==> config.mk <==
export PLATFORM = sky130hd
export DESIGN_NAME = l1_line_cache
export DESIGN_NICKNAME = d
export VERILOG_FILES = /design/src/rtl/l1_line_cache.sv
export SDC_FILE = /design/constraint.sdc
export NUM_CORES = 1
export LEC_CHECK = 0
export CAP_MARGIN = 20
export CELL_PAD_IN_SITES_DETAIL_PLACEMENT = 0
export CELL_PAD_IN_SITES_GLOBAL_PLACEMENT = 2
export CORE_MARGIN = 8
export CORE_UTILIZATION = 40
export DETAILED_ROUTE_END_ITERATION = 12
export PLACE_DENSITY_LB_ADDON = 0.1
export SLEW_MARGIN = 20
export SYNTH_ARGS = -nofsm -noshare
export SYNTH_HDL_FRONTEND = slang
export SYNTH_SLANG_ARGS = --single-unit
==> constraint.sdc <==
create_clock -name clk -period 15.65 [get_ports clk]
set_clock_uncertainty 0.15 [all_clocks]
set_input_delay 1.565 -clock clk [delete_from_list [all_inputs] [get_ports clk]]
set_output_delay 1.565 -clock clk [all_outputs]
set_load 0.05 [all_outputs]
==> src/rtl/l1_line_cache.sv <==
// Direct-mapped write-back, write-allocate L1 cache for 128-bit lines.
// Wishbone-style slave toward the datapath, Wishbone-style master toward memory.
module l1_line_cache #(
  parameter int SETS_LOG2 = 3
) (
  input  logic         clk,
  input  logic         rst_n,
  input  logic         cpu_cyc,
  input  logic         cpu_stb,
  input  logic         cpu_we,
  input  logic [11:0]  cpu_adr,
  input  logic [15:0]  cpu_sel,
  input  logic [127:0] cpu_dat_m,
  output logic [127:0] cpu_dat_s,
  output logic         cpu_ack,
  output logic         mem_cyc,
  output logic         mem_stb,
  output logic         mem_we,
  output logic [11:0]  mem_adr,
  output logic [15:0]  mem_sel,
  output logic [127:0] mem_dat_m,
  input  logic [127:0] mem_dat_s,
  input  logic         mem_ack
);

  localparam int SETS  = 1 << SETS_LOG2;
  localparam int TAG_W = 12 - SETS_LOG2;

  typedef enum logic [1:0] {
    IDLE,
    WRITEBACK,
    FILL
  } state_t;

  state_t state;

  logic [127:0]         data_q [SETS];
  logic [TAG_W-1:0]     tag_q  [SETS];
  logic [SETS-1:0]      valid_q;
  logic [SETS-1:0]      dirty_q;
  logic [11:0]          miss_adr;

  logic                 req;
  logic                 hit;
  logic [SETS_LOG2-1:0] idx;
  logic [TAG_W-1:0]     tag;
  logic [SETS_LOG2-1:0] m_idx;
  logic [TAG_W-1:0]     m_tag;
  logic [127:0]         wr_line;
  logic                 fill_done;
  logic                 wr_hit;

  assign req   = cpu_cyc & cpu_stb;
  assign idx   = cpu_adr[SETS_LOG2-1:0];
  assign tag   = cpu_adr[11:SETS_LOG2];
  assign m_idx = miss_adr[SETS_LOG2-1:0];
  assign m_tag = miss_adr[11:SETS_LOG2];

  assign hit = req & valid_q[idx] & (tag_q[idx] == tag);

  // Hits complete combinationally so the pipeline never stalls on them
  assign cpu_ack   = (state == IDLE) & hit;
  assign cpu_dat_s = cpu_ack ? data_q[idx] : '0;

  assign wr_hit    = cpu_ack & cpu_we;
  assign fill_done = (state == FILL) & mem_ack;

  always_comb begin
    wr_line = data_q[idx];
    for (int i = 0; i < 16; i++) begin
      if (cpu_sel[i]) begin
        wr_line[8*i +: 8] = cpu_dat_m[8*i +: 8];
      end
    end
  end

  // Line data and tags carry no reset; valid bits guard them
  always_ff @(posedge clk) begin
    if (fill_done) begin
      data_q[m_idx] <= mem_dat_s;
      tag_q[m_idx]  <= m_tag;
    end else if (wr_hit) begin
      data_q[idx] <= wr_line;
    end
  end

  always_ff @(posedge clk or negedge rst_n) begin
    if (!rst_n) begin
      state     <= IDLE;
      valid_q   <= '0;
      dirty_q   <= '0;
      miss_adr  <= '0;
      mem_cyc   <= 1'b0;
      mem_stb   <= 1'b0;
      mem_we    <= 1'b0;
      mem_adr   <= '0;
      mem_sel   <= '0;
      mem_dat_m <= '0;
    end else begin
      unique case (state)
        IDLE: begin
          if (req && !hit) begin
            miss_adr <= cpu_adr;
            mem_cyc  <= 1'b1;
            mem_stb  <= 1'b1;
            mem_sel  <= '1;
            if (valid_q[idx] && dirty_q[idx]) begin
              mem_we    <= 1'b1;
              mem_adr   <= {tag_q[idx], idx};
              mem_dat_m <= data_q[idx];
              state     <= WRITEBACK;
            end else begin
              mem_we    <= 1'b0;
              mem_adr   <= cpu_adr;
              mem_dat_m <= '0;
              state     <= FILL;
            end
          end else if (wr_hit) begin
            dirty_q[idx] <= 1'b1;
          end
        end
        WRITEBACK: begin
          if (mem_ack) begin
            dirty_q[m_idx] <= 1'b0;
            mem_we         <= 1'b0;
            mem_adr        <= miss_adr;
            mem_dat_m      <= '0;
            state          <= FILL;
          end
        end
        FILL: begin
          if (mem_ack) begin
            valid_q[m_idx] <= 1'b1;
            dirty_q[m_idx] <= 1'b0;
            mem_cyc        <= 1'b0;
            mem_stb        <= 1'b0;
            mem_we         <= 1'b0;
            mem_adr        <= '0;
            mem_sel        <= '0;
            mem_dat_m      <= '0;
            state          <= IDLE;
          end
        end
        default: begin
          state <= IDLE;
        end
      endcase
    end
  end

endmodule

==> results of run 1 <==
[critical path: stages]
cell and delay, ns:
sky130_fd_sc_hd__buf_4 0.48, sky130_fd_sc_hd__buf_4 0.51, sky130_fd_sc_hd__inv_2 0.22, sky130_fd_sc_hd__buf_4 0.31, sky130_fd_sc_hd__nor3_2 0.93, sky130_fd_sc_hd__buf_4 0.63
sky130_fd_sc_hd__buf_4 0.75, sky130_fd_sc_hd__a22oi_1 0.21, sky130_fd_sc_hd__and4_1 0.28, sky130_fd_sc_hd__nor2_1 0.19, sky130_fd_sc_hd__clkdlybuf4s50_1 0.88
[worst paths after layout]
path                              from            end  slack [ns]
max reg2reg                tag_q[5][5]  data_q[2][91]       10.85
max in group asynchronous        rst_n  mem_dat_m[51]       13.00
min in group asynchronous        rst_n  mem_dat_m[26]        0.57
min reg2reg                 valid_q[0]     valid_q[0]        0.32
min                         valid_q[0]     valid_q[0]        0.32
max                         cpu_adr[1]  cpu_dat_s[11]        6.78
[state kept, by name, indices dropped and copies added, names as in the netlist]
register and cells:
data_q 1024, dirty_q 8, mem_adr 12, mem_dat_m 128
mem_sel 1, mem_we 1, miss_adr 12, state 2
tag_q 72, valid_q 8
[final cells by class]
cell class / instances / area, sq um
multi-input combinational: 1748 / 11560
sequential: 1268 / 37220
clock buffer: 186 / 3885
inverter: 10 / 37.54
timing repair buffer: 647 / 6426
fill: 10340 / 61880
antenna: 11 / 27.53
tap: 1637 / 2048
clock inverter: 67 / 714.4
[cells by family after synthesis]
kind of cell             after synthesis  synth area share (%)
AO/OA/AOI/OAI                        972                 13.59
AND/OR/NAND/NOR                      614                 5.479
XOR/XNOR                               5               0.08776
buffers and inverters                264                 2.641
multiplexers                         154                 3.541
flip-flops                          1268                 74.59
adder cells (fa/ha/maj)                3               0.07524
[power groups by stage]
stage / sequential [W] / combinational [W] / clock, W
finish: 0.00413 / 0.00110 / 0.00329
global route: 0.00415 / 0.00117 / 0.00348
CTS: 0.00413 / 0.00112 / 0.00336
detailed placement: 0.00420 / 0.00112 / 0
global placement: 0.00418 / 0.00112 / 0
floorplan: 0.00428 / 0.000607 / 0
[cells in the mapped netlist, types with 10 or more instances]
master                      number
sky130_fd_sc_hd__o2bb2ai_1     129
sky130_fd_sc_hd__buf_2          48
sky130_fd_sc_hd__a21oi_1       196
sky130_fd_sc_hd__nor2_1        320
sky130_fd_sc_hd__mux2_2         58
sky130_fd_sc_hd__a22oi_1       252
sky130_fd_sc_hd__and3_1         54
sky130_fd_sc_hd__o21ai_0       175
sky130_fd_sc_hd__a221oi_1      113
sky130_fd_sc_hd__mux2i_1        82
sky130_fd_sc_hd__edfxtp_1     1096
sky130_fd_sc_hd__mux4_2         10
sky130_fd_sc_hd__buf_4          21
sky130_fd_sc_hd__nand2_1       160
sky130_fd_sc_hd__a22o_1         62
sky130_fd_sc_hd__buf_6          25
sky130_fd_sc_hd__and4_1         31
sky130_fd_sc_hd__buf_1          17
sky130_fd_sc_hd__clkbuf_1      143
sky130_fd_sc_hd__dfrtp_1       172
[through the flow]
stage | std cells | hold WS, ns | power, W
finish | 5574 | 0.3182 | 0.008520
global route | 5569 | 0.3283 | 0.008803
CTS | 5560 | 0.3165 | 0.008607
detailed placement | 5307 | 0.3027 | 0.005315
global placement | 5305 | 0.3025 | 0.005298
floorplan | 3280 | 0.2840 | 0.004886
[layer usage]
layer	GRT usage, %	up-vias	part of all wire [%]
met1	29.15	16314	41
met5	0	-	0.022
met4	6.734	6	2.6
met3	3.973	221	5.9
met2	39.52	1051	51
li1	-	14004	-
==> summary.md, run 1 <==
| Metric | Value |
|---|---|
| Top FF cell, synth | `sky130_fd_sc_hd__edfxtp_1` |
| Maximum number of pins on one net before global-route repair | `170` |
| Switch Pwr | `0.002200 W` |
| Grt ovf | `0` |
| Maximum root-to-sink buffer count | `3` |
| Number of buffer cells added on primary ports | `577` |
| Area added between synthesis and finish | `24.09%` |
| Hold-fix buffers, CTS | `0` |
| Total routing resource utilization after global routing | `22.73%` |
| Fraction of synthesized cell area taken by the top area cell type | `65.96%` |
| Cells after Synth | `3,280` |
| Part of the total power dissipated in the clock network | `38.6%` |
| RSZ-0062 raised after global routing | `no` |
| Endpoints failing setup | `0` |
| Part of the Yosys area used for sequential elements | `74.59%` |
| Routed length per placed instance | `28.54 um` |
| Via density per instance | `5.668` |
| Switching power as a share of total power | `25.82%` |
| Setup bufs post-CTS | `0` |
| Final cell area excluding filler cells | `61,920 sq um` |
| Leakage power of the design | `20.79 nW` |
| Die footprint | `136,300 sq um` |
| Required time of the critical path | `13.94 ns` |
| Final critical-path setup slack | `6.780 ns` |
| Result of the run | `completed` |
| Transition time at the pin with the least slew margin | `1.126 ns` |
| CTS tree | `yes` |
| # nets final | `4,107` |
| Most frequent standard cell in the layout excluding fill and tap cells | `sky130_fd_sc_hd__edfxtp_1` |
| Post-synthesis instance area | `49,900 sq um` |
| Number of global-route vias before repair | `32,994` |
| Post-route DRC violation count | `0` |
| Routed vias | `31,596` |
| Internal | `0.006320 W` |
| Die width | `369.2 um` |
| Standard-cell rows | `129` |
| Net count of the mapped netlist | `3,573` |
| Sort of element at the end of the critical path | `output port` |
| Leading cell types in the layout, fill and taps excluded | `sky130_fd_sc_hd__edfxtp_1, sky130_fd_sc_hd__clkdlybuf4s50_1, sky130_fd_sc_hd__nor2_1` |
| Number of nets still failing antenna checks after routing | `0` |
| Height of the die | `369.2 um` |
| Clock-pin transition on the worst setup and hold timing paths | `0.06 ns` |
| Clock root buffer | `sky130_fd_sc_hd__clkbuf_16` |
| Gates resized, CTS repair | `0` |
| Share of synthesized flip-flops with an asynchronous set or reset | `13.56%` |
| Clock network latency to the later pin of the worst-skew pair | `0.73 ns` |
| Arrival time at the worst endpoint | `7.15 ns` |
| Clock Sink Count | `1,268` |
| Cell types occupying the most area after synthesis | `sky130_fd_sc_hd__edfxtp_1, sky130_fd_sc_hd__dfrtp_1, sky130_fd_sc_hd__a22oi_1` |
| Initial Utilization | `40.30%` |
| Total detailed-routing wirelength | `159,100 um` |
| RePlAce Congestion | `0.7811` |
| Global-route wire length before repair | `230,800 um` |
| Peak ir drop on the vdd network | `98.13 uV` |
| Proportion of power drawn by flip-flops and latches | `48.4%` |
| TNS Setup | `0 ns` |
| Class of the tightest hold or removal check | `register to register` |
| Logic pwr share | `12.9%` |
| Count of routing violations after the opening detailed-route iteration | `2,457` |
| I/O Pins | `578` |
| WHS Path Cells | `1` |
| Max-slew headroom at the worst pin | `24.68%` |
| Worst slack, placed | `6.880 ns` |
| Final Max Slew Viols | `0` |
| Share of final-layout standard cells stronger than drive strength 1 | `9.628%` |
| Category of the critical setup timing path | `input port to output port` |
| Final Hold Fails | `0` |
| Cell count of the worst reg-to-reg path | `9` |
| Fraction of the cycle the final worst path needs | `56.68%` |
| Placement-stage cell area | `57,250 sq um` |
| Maximum capacitance violations | `0` |
| Power density of the placed cells | `137.6 nW/um^2` |
| Pre-Repair DR Iteration Count | `5` |
| Post-synth EDFFs | `1,096` |
| H-tree depth | `4` |
| Total clock buffers created by CTS | `139` |
| Highest clock rate | `0.1127 GHz` |
| Syn avg cell area | `15.21 sq um` |
| Library cell occupying the most area in the post-synthesis netlist | `sky130_fd_sc_hd__edfxtp_1` |
| Post-synthesis register bit count | `1,268` |
| Placed wire-length estimate after detailed placement | `94,520 um` |
| Post-synthesis cell type count | `56` |
| Setup crit start kind | `input port` |
| Final design utilization | `50.01%` |
| Number of warnings issued by yosys | `0` |
| Minimum clock period after layout | `8.870 ns` |
| Initial antenna violation count | `16` |
| Core area | `123,800 sq um` |
| Peak fanout along the critical path | `48` |
Power figures use the tool's default switching activity.
==> run 2, diff against run 1 <==
--- a/config.mk
+++ b/config.mk
@@ -9,7 +9,7 @@
 export CELL_PAD_IN_SITES_DETAIL_PLACEMENT = 0
 export CELL_PAD_IN_SITES_GLOBAL_PLACEMENT = 2
 export CORE_MARGIN = 8
-export CORE_UTILIZATION = 40
+export CORE_UTILIZATION = 36
 export DETAILED_ROUTE_END_ITERATION = 12
 export PLACE_DENSITY_LB_ADDON = 0.1
 export SLEW_MARGIN = 20
==> constraint.sdc (replaced) <==
create_clock -name clk -period 7.7 [get_ports clk]
set_clock_uncertainty 0.15 [all_clocks]
set_input_delay 0.77 -clock clk [delete_from_list [all_inputs] [get_ports clk]]
set_output_delay 0.77 -clock clk [all_outputs]
set_load 0.05 [all_outputs]
==> run 2 against run 1 <==
Highest routed layer unchanged. Global-route usage shrank 1.3 points. Critical path depth stayed put. Largest power group unchanged. Die area increased by 11%. Clock-buffer cell count fell by 9. Sequential power rose by 100%. Utilization is 4.6 points lower. Clock power up 100%. Final cell count increased by 3.3%. Non-clock buffer count up 22. Sequential share of layout area decreased by 0.54 points.
==> summary.md, run 2 (synthesis gave the netlist of run 1 again) <==
| Metric | Value |
|---|---|
| CTS tree | `yes (unchanged)` |
| Minimum clock period after layout | `6.302 ns` |
| Category of the critical setup timing path | `input port to output port (unchanged)` |
| Fill cells | `12,042 (was 10,340)` |
| Required time of the critical path | `6.78 ns (was 13.94 ns)` |
| Grt ovf | `0 (unchanged)` |
| Clock root buffer | `sky130_fd_sc_hd__clkbuf_16 (unchanged)` |
| Class of the tightest hold or removal check | `input port to async pin (was register to register)` |
| Number of global-route vias before repair | `32,778 (was 32,994)` |
| # nets final | `4,131 (was 4,107)` |
| Gates resized, CTS repair | `0 (unchanged)` |
| Setup bufs post-CTS | `0 (unchanged)` |
| Height of the die | `388.3 um (was 369.2 um)` |
| Cell seen most often among critical-path stages | `sky130_fd_sc_hd__a211oi_1 (was sky130_fd_sc_hd__buf_4)` |
| Global-route wire length before repair | `238,300 um (was 230,800 um)` |
| Routed length per placed instance | `28.91 um (was 28.54 um)` |
| Buf+Inv Stages, Crit Path | `4 (was 7)` |
| RSZ-0062 raised after global routing | `no (unchanged)` |
| H-tree depth | `4 (unchanged)` |
| Biggest registers after layout | `data_q (1024), mem_dat_m (128), tag_q (72) (unchanged)` |
| Power density of the placed cells | `278.2 nW/um^2 (was 137.6 nW/um^2)` |
| Clock-pin transition on the worst setup and hold timing paths | `0.06 ns (about the same)` |
| Fraction of the cycle the final worst path needs | `81.85%` |
| Count of routing violations after the opening detailed-route iteration | `2,459 (was 2,457)` |
| Transition time at the pin with the least slew margin | `1.150 ns (was 1.126 ns)` |
| Leakage power of the design | `20.95 nW (was 20.79 nW)` |
| Total detailed-routing wirelength | `166,400 um (was 159,100 um)` |
| Peak fanout along the critical path | `89 (was 48)` |
| Pre-Repair DR Iteration Count | `5 (unchanged)` |
| Slowest Stage Delay on Critical Path | `0.85 ns (was 0.93 ns)` |
| Arrival time at the worst endpoint | `5.38 ns (was 7.15 ns)` |
| Final Hold Fails | `0 (unchanged)` |
| Die width | `388.3 um (was 369.2 um)` |
| Initial Utilization | `36.29% (was 40.30%)` |
| Maximum number of pins on one net before global-route repair | `169 (was 170)` |
| Core area | `137,500 sq um (was 123,800 sq um)` |
| Number of flip-flops under the largest register name | `1,024 (unchanged)` |
| Hold-fix buffers, CTS | `1 (was 0)` |
| Placed wire-length estimate after detailed placement | `101,900 um (was 94,520 um)` |
| RePlAce Congestion | `0.7784 (was 0.7811)` |
| Setup crit start kind | `input port (unchanged)` |
| Sort of element at the end of the critical path | `output port (unchanged)` |
| Area added between synthesis and finish | `25.23% (was 24.09%)` |
| Peak ir drop on the vdd network | `261.2 uV (was 98.13 uV)` |
| Final Max Slew Viols | `0 (unchanged)` |
| Standard-cell rows | `136 (was 129)` |
| Max-slew headroom at the worst pin | `23.06% (was 24.68%)` |
| Clock Sink Count | `1,268 (unchanged)` |
| Cell at the slowest stage of the critical path | `sky130_fd_sc_hd__clkdlybuf4s50_1 (was sky130_fd_sc_hd__nor3_2)` |
| Maximum capacitance violations | `0 (unchanged)` |
| Total routing resource utilization after global routing | `21.41% (was 22.73%)` |
| Number of buffer cells added on primary ports | `577 (unchanged)` |
| Post-route DRC violation count | `0 (unchanged)` |
| I/O Pins | `578 (unchanged)` |
| Initial antenna violation count | `11 (was 16)` |
| Highest clock rate | `0.1587 GHz` |
| Number of nets still failing antenna checks after routing | `0 (unchanged)` |
| Leading cell types in the layout, fill and taps excluded | `sky130_fd_sc_hd__edfxtp_1, sky130_fd_sc_hd__clkdlybuf4s50_1, sky130_fd_sc_hd__nor2_1 (unchanged)` |
| Die footprint | `150,800 sq um (was 136,300 sq um)` |
| Endpoints failing setup | `0 (unchanged)` |
| Share of final-layout standard cells stronger than drive strength 1 | `10.47% (was 9.628%)` |
| Routed vias | `31,678 (was 31,596)` |
| Most frequent standard cell in the layout excluding fill and tap cells | `sky130_fd_sc_hd__edfxtp_1 (unchanged)` |
| Total clock buffers created by CTS | `141 (was 139)` |
| List of cells traversed by the critical path | `buf_6, nand2b_1, a211oi_1, a211oi_1, xor2_1, nor4b_2, and2_1, nand2_8, buf_4, inv_1, clkdlybuf4s50_1 (was buf_4, buf_4, inv_2, buf_4, nor3_2, buf_4, buf_4, a22oi_1, and4_1, nor2_1, clkdlybuf4s50_1)` |
| Via density per instance | `5.503 (was 5.668)` |
| Final design utilization | `45.44% (was 50.01%)` |
| Result of the run | `completed (unchanged)` |
| Register with the most flip-flops | `data_q (unchanged)` |
| Top cell family by delay on the critical path | `buffers and inverters (unchanged)` |
| Clock network latency to the later pin of the worst-skew pair | `0.77 ns (was 0.73 ns)` |
| Maximum root-to-sink buffer count | `3 (unchanged)` |
| Minimum hold slack | `0.3130 ns (was 0.3182 ns)` |
==> run 2: cell types whose count changed in the layout (fill, tap and decap cells not counted), moves of 4 or more <==
cell                        previous run  this run
sky130_fd_sc_hd__clkinv_2             15        27
sky130_fd_sc_hd__o21ai_1              24        13
sky130_fd_sc_hd__clkbuf_16           147       143
sky130_fd_sc_hd__diode_2              11         7
sky130_fd_sc_hd__nor2_1              314       309
sky130_fd_sc_hd__o21ai_0             151       162
sky130_fd_sc_hd__buf_12                8        28
==> run 2: worst paths after layout <==
| kind | startpoint | end | slack [ns] | depth (start not counted) |
|---|---|---|---|---|
| hold reg to reg | valid_q[4] | valid_q[4] | 0.32 | 1 |
| hold / removal | rst_n | mem_dat_m[31] | 0.31 | 2 |
| setup reg to reg | tag_q[5][5] | data_q[4][29] | 3.26 | 8 |
| min in group clk | valid_q[4] | valid_q[4] | 0.32 | 1 |
| setup / recovery | cpu_adr[2] | cpu_ack | 1.40 | 11 |
| max in group asynchronous | rst_n | mem_dat_m[99] | 5.86 | 3 |
==> run 2: cell type report <==
class,count,area (sq um),area share [%]
flip-flops and latches,1268,37220,59.56
multi-input cells,1748,11580,18.53
repair buffers,669,6815,10.91
clock buffers,177,3746,5.995
well taps,1794,2245,3.592
clock inverters,83,824.5,1.320
inverters,10,37.54,0.06007
diodes,7,17.52,0.02803
==> run 2: layer usage <==
layer	track usage (%)	part of all wire [%]
met5	0	0.0078
met4	5.842	2.3
met3	4.407	6.1
met2	36.56	50
met1	27.77	42
==> run 2: through the flow <==
stage / TNS [ns] / worst slack (ns) / instance area [sq um] / power, W / std cells
after floorplan: -1936.32 / -2.159 / 49910 / 0.009902 / 3280
after global placement: 0 / 1.332 / 57850 / 0.01086 / 5485
after detailed placement: 0 / 1.141 / 57880 / 0.01091 / 5486
after CTS: 0 / 1.123 / 62460 / 0.01758 / 5747
after global routing: 0 / 1.009 / 62470 / 0.01798 / 5753
final: 0 / 1.398 / 62480 / 0.01738 / 5756
==> run 2: where the power goes <==
group / internal, W / switching, W
Clock: 0.00391 / 0.00274
Sequential: 0.00816 / 0.000212
Combinational: 0.000704 / 0.00165
Total: 0.0128 / 0.00460
